File: src/rtl/lvds_echo_onchip_mem_arbiter.sv
// lvds_echo_onchip_mem_arbiter: two-master Avalon-MM arbiter in front of a single-port sync-read RAM
//   clk, reset_n : system clock, asynchronous active-low reset
//   m0_*         : LVDS echo datapath master (address/read/write/byteenable/writedata in,
//                  waitrequest/readdata/readdatavalid out)
//   m1_*         : Nios/control master, same signal set as m0
//   mem_*        : RAM command outputs; mem_readdata valid READ_LATENCY clks after accept
module lvds_echo_onchip_mem_arbiter #(
   parameter int ADDR_W         = 13,
   parameter int DATA_W         = 32,
   parameter int READ_LATENCY   = 1,
   parameter int FIXED_PRIORITY = 0
) (
   input  logic                clk,
   input  logic                reset_n,
   input  logic [ADDR_W-1:0]   m0_address,
   input  logic                m0_read,
   input  logic                m0_write,
   input  logic [DATA_W/8-1:0] m0_byteenable,
   input  logic [DATA_W-1:0]   m0_writedata,
   output logic                m0_waitrequest,
   output logic [DATA_W-1:0]   m0_readdata,
   output logic                m0_readdatavalid,
   input  logic [ADDR_W-1:0]   m1_address,
   input  logic                m1_read,
   input  logic                m1_write,
   input  logic [DATA_W/8-1:0] m1_byteenable,
   input  logic [DATA_W-1:0]   m1_writedata,
   output logic                m1_waitrequest,
   output logic [DATA_W-1:0]   m1_readdata,
   output logic                m1_readdatavalid,
   output logic [ADDR_W-1:0]   mem_address,
   output logic [DATA_W/8-1:0] mem_byteenable,
   output logic                mem_chipselect,
   output logic                mem_write,
   output logic [DATA_W-1:0]   mem_writedata,
   input  logic [DATA_W-1:0]   mem_readdata
);
   logic req0, req1, gnt0, gnt1, rd_acc, rr_last_q, rr_last_d;
   logic [READ_LATENCY-1:0] vld_q, vld_d, id_q, id_d;
   assign req0 = m0_read | m0_write;
   assign req1 = m1_read | m1_write;
   // m0 takes a conflict under fixed priority or when m1 held the last grant
   assign gnt0 = reset_n & req0 & (~req1 | rr_last_q | (FIXED_PRIORITY != 0));
   assign gnt1 = reset_n & req1 & ~gnt0;
   // read+write together is treated as a write, so it never enters the return pipe
   assign rd_acc    = gnt0 ? m0_read & ~m0_write : gnt1 & m1_read & ~m1_write;
   assign rr_last_d = (gnt0 | gnt1) ? gnt1 : rr_last_q;
   // return pipe: bit 0 enters this cycle, bit READ_LATENCY-1 lines up with mem_readdata
   assign vld_d = (vld_q << 1) | READ_LATENCY'(rd_acc);
   assign id_d  = (id_q << 1) | READ_LATENCY'(gnt1);
   always_ff @(posedge clk or negedge reset_n)
      if (!reset_n) begin
         rr_last_q <= 1'b1;
         vld_q     <= '0;
         id_q      <= '0;
      end else begin
         rr_last_q <= rr_last_d;
         vld_q     <= vld_d;
         id_q      <= id_d;
      end
   assign m0_waitrequest   = ~gnt0;
   assign m1_waitrequest   = ~gnt1;
   assign m0_readdatavalid = vld_q[READ_LATENCY-1] & ~id_q[READ_LATENCY-1];
   assign m1_readdatavalid = vld_q[READ_LATENCY-1] & id_q[READ_LATENCY-1];
   assign m0_readdata      = mem_readdata;
   assign m1_readdata      = mem_readdata;
   assign mem_chipselect   = gnt0 | gnt1;
   assign mem_write        = gnt1 ? m1_write : gnt0 & m0_write;
   assign mem_address      = gnt1 ? m1_address : m0_address;
   assign mem_byteenable   = gnt1 ? m1_byteenable : m0_byteenable;
   assign mem_writedata    = gnt1 ? m1_writedata : m0_writedata;
endmodule
File: config.mk
export PLATFORM = sky130hd
export DESIGN_NAME = lvds_echo_onchip_mem_arbiter
export DESIGN_NICKNAME = d
export VERILOG_FILES = /design/src/rtl/lvds_echo_onchip_mem_arbiter.sv
export SDC_FILE = /design/constraint.sdc
export NUM_CORES = 1
export LEC_CHECK = 0
export ABC_AREA = 1
export CAP_MARGIN = 20
export CORE_AREA = 4 4 97 99
export DETAILED_ROUTE_END_ITERATION = 10
export DIE_AREA = 0 0 101 103
export PLACE_DENSITY_LB_ADDON = 0.12
export SETUP_SLACK_MARGIN = 0.15
export SLEW_MARGIN = 20
export SYNTH_ARGS = -nofsm -noshare
export SYNTH_HDL_FRONTEND = slang
export SYNTH_SLANG_ARGS = --single-unit
File: constraint.sdc
create_clock -name clk -period 1.85 [get_ports clk]
set_input_delay 0.37 -clock clk [delete_from_list [all_inputs] [get_ports clk]]
set_output_delay 0.37 -clock clk [all_outputs]
set_load 0.005 [all_outputs]
==> metrics.txt <==
clock tree sinks=3; CTS tree=done; register area share after synthesis=0.0555; reg2reg start=rr_last_q; Routed WL=approximately 7.1 mm; Max Clk Rate=approximately 520 MHz; Setup crit start kind=register; total die area=between 10000 and 15000 um^2; NetSw=a little under 0.4 mW; count leader, synth=nand2_1; R2R cell count=8; die height=103 um; Crit. End Element=output pin; top cells by area, synth=buf_4 38%, nand2_1 28%, nand3_1 18%; core box area=8550 um^2; Slew Limit Fails=0; run status=complete, but fails checks; drt wl/cell=14.6 um; combinational share of power=0.777; hold crit path type=in -> async; top_reg_cell synth=dfrtp_1; Post-synth EDFFs=0; ANT nets after route=0; HPWL Detailed=4.71 mm; initial antenna violation count=0; switching share of power=0.334; Tot GR Track Use=0.118; DP Area=between 2000 and 3000 um^2; synthesis-to-finish area growth=133%; io pins=about 260; Final Cycle Share=1.05; Seq pwr share=0.066; DR vias/cell=4.06; gpl congestion=0.688; Final Hold Fails=0; cell area after layout=roughly 3200 um^2; Clock transition at path regs=30 ps; Async S/R FF share, synth=1.00; top post-synthesis cells by count=103 x nand2_1, 69 x buf_4, 50 x nand3_1; drt pass-1 iters=4; # nets final=around 520; Synth top area share=0.377; ratio of cells with drive above 1 in the final layout=0.420; final design utilization=0.375; initial core utilization=0.161; CTS buffer count=3; Clock Path Buffers=2; vias=roughly 2.0k; Max H-tree Level=1; number of distinct library cells after synthesis=15; syn nets=390; Reg-to-Reg End=vld_q; peak supply drop=between 400 and 500 uV; Crit Path Category=reg -> out; Hold Buf Count CTS=0; Pwr Density=around 370 nW/um^2; Internal Power=between 0.7 and 0.8 mW; Die W=between 100 and 150 um; Synth Cell Area=approximately 1400 um^2; crit path from=rr_last_q; register area=76.3 um^2; leading area contributor after synthesis=buf_4; Tmin final=a little under 2000 ps; synthesized instance count=254; Slew HR=0.887; IO Port Bufs=158; failing checks=setup timing; dpl ws=-669 ps; CP max FO=11; PnR worst setup slack=-88.1 ps; MaxCap Viol Count=0; root buffer cell=clkbuf_8; GRT overflow=0; DRT iter0 DRCs=32; num rows=34; Filler Cell Count=~920; clock power share=0.157; Multi-input gate area=about 940 um^2; worst slew pin tran=170 ps; Worst R2R Setup Slack=approximately 500 ps; Static Leak=approximately 1.6 nW; final setup fails=49; Worst-Skew Late Latency=around 210 ps; pin count of the biggest net entering global routing=22; CP arrival=between 1500 and 2000 ps; unrepaired setup endpoints after global routing=yes; Yosys reg bits=3; Residual DRC=0; Ant. Diodes=0; syn_area_per_cell=5.41 um^2; Warnings, synthesis=0; number of global-route vias before repair=1917; CP required=between 1000 and 1500 ps; Max Clock Skew=0.425 ps; first-pass GRT wire length=about 9.8 mm
worst max-delay path by stage:
stage | end | depth (start not counted) | slack, ps
floorplan | mem_address[10] | 7 | 340
global placement | mem_writedata[24] | 8 | -660
detailed placement | mem_writedata[24] | 9 | -670
CTS | mem_writedata[17] | 9 | -170
global route | mem_writedata[27] | 10 | -160
finish | mem_writedata[27] | 9 | -90
layout by cell type, fill, tap and decap left out, drive strengths merged:
master           n
a21oi            1
buf             90
clkbuf          11
clkdlybuf4s15    4
clkdlybuf4s50  100
dfrtp            2
dfstp            1
dlygate4sd2      1
inv              7
nand2          105
nand3           50
nand3b           1
nor2             6
o21ai            2
repair_timing:
action	CTS	global route
setup buffers	17	6
gates resized for setup	269	43
cloned	5	3
setup endpoints to repair	53	52
pin swaps	6	26
area by class of cell:
type | count | share of cell area
Clock buffer | 4 | 0.0141
Inverter | 7 | 0.00820
Timing Repair Buffer | 202 | 0.618
Multi-Input combinational cell | 165 | 0.294
Tap cell | 108 | 0.0422
Sequential cell | 3 | 0.0238
critical path, cell delays in order (launching register included):
cell     delay [ps]
dfstp_2         510
inv_2            40
o21ai_4          60
nand2_4          80
buf_8           140
buf_4           130
buf_12          130
nand3_1          60
nand2_1          60
buf_2           120
metrics by stage:
stage	hold WS [ps]	std cells	TNS [ps]	power, mW
6_report	192	489	-3000	1.18
5_1_grt	206	489	-5670	1.27
4_1_cts	176	480	-4310	1.11
3_5_place_dp	468	454	-32570	0.826
3_3_place_gp	468	454	-32560	0.827
2_1_floorplan	74.4	254	0	0.413
sequential cells by signal, indices dropped and copies added (netlist names):
| register | count |
|---|---|
| id_q | 1 |
| vld_q | 1 |
| rr_last_q | 1 |
layer usage:
metal	up-vias	share of wire	track usage
li1	996	-	-
met1	880	0.38	0.134
met2	90	0.51	0.222
met3	19	0.098	0.0298
met4	0	0.017	0.0297
met5	-	0	0
cell families (layout without fill, tap and decap cells):
group	Yosys count	count (layout)	synth area share
AO/OA/AOI/OAI	3	3	0.0109
buffers and inverters	86	213	0.432
AND/OR/NAND/NOR	162	162	0.501
flip-flops	3	3	0.0555
power groups by stage:
stage | logic, mW | clock network, mW | registers, mW
4_1_cts | 0.844 | 0.193 | 0.0773
3_3_place_gp | 0.750 | 0 | 0.0773
2_1_floorplan | 0.337 | 0 | 0.0768
5_1_grt | 0.993 | 0.196 | 0.0782
6_report | 0.915 | 0.185 | 0.0773
3_5_place_dp | 0.748 | 0 | 0.0774
No activity file was read; power rests on OpenSTA's default activity.
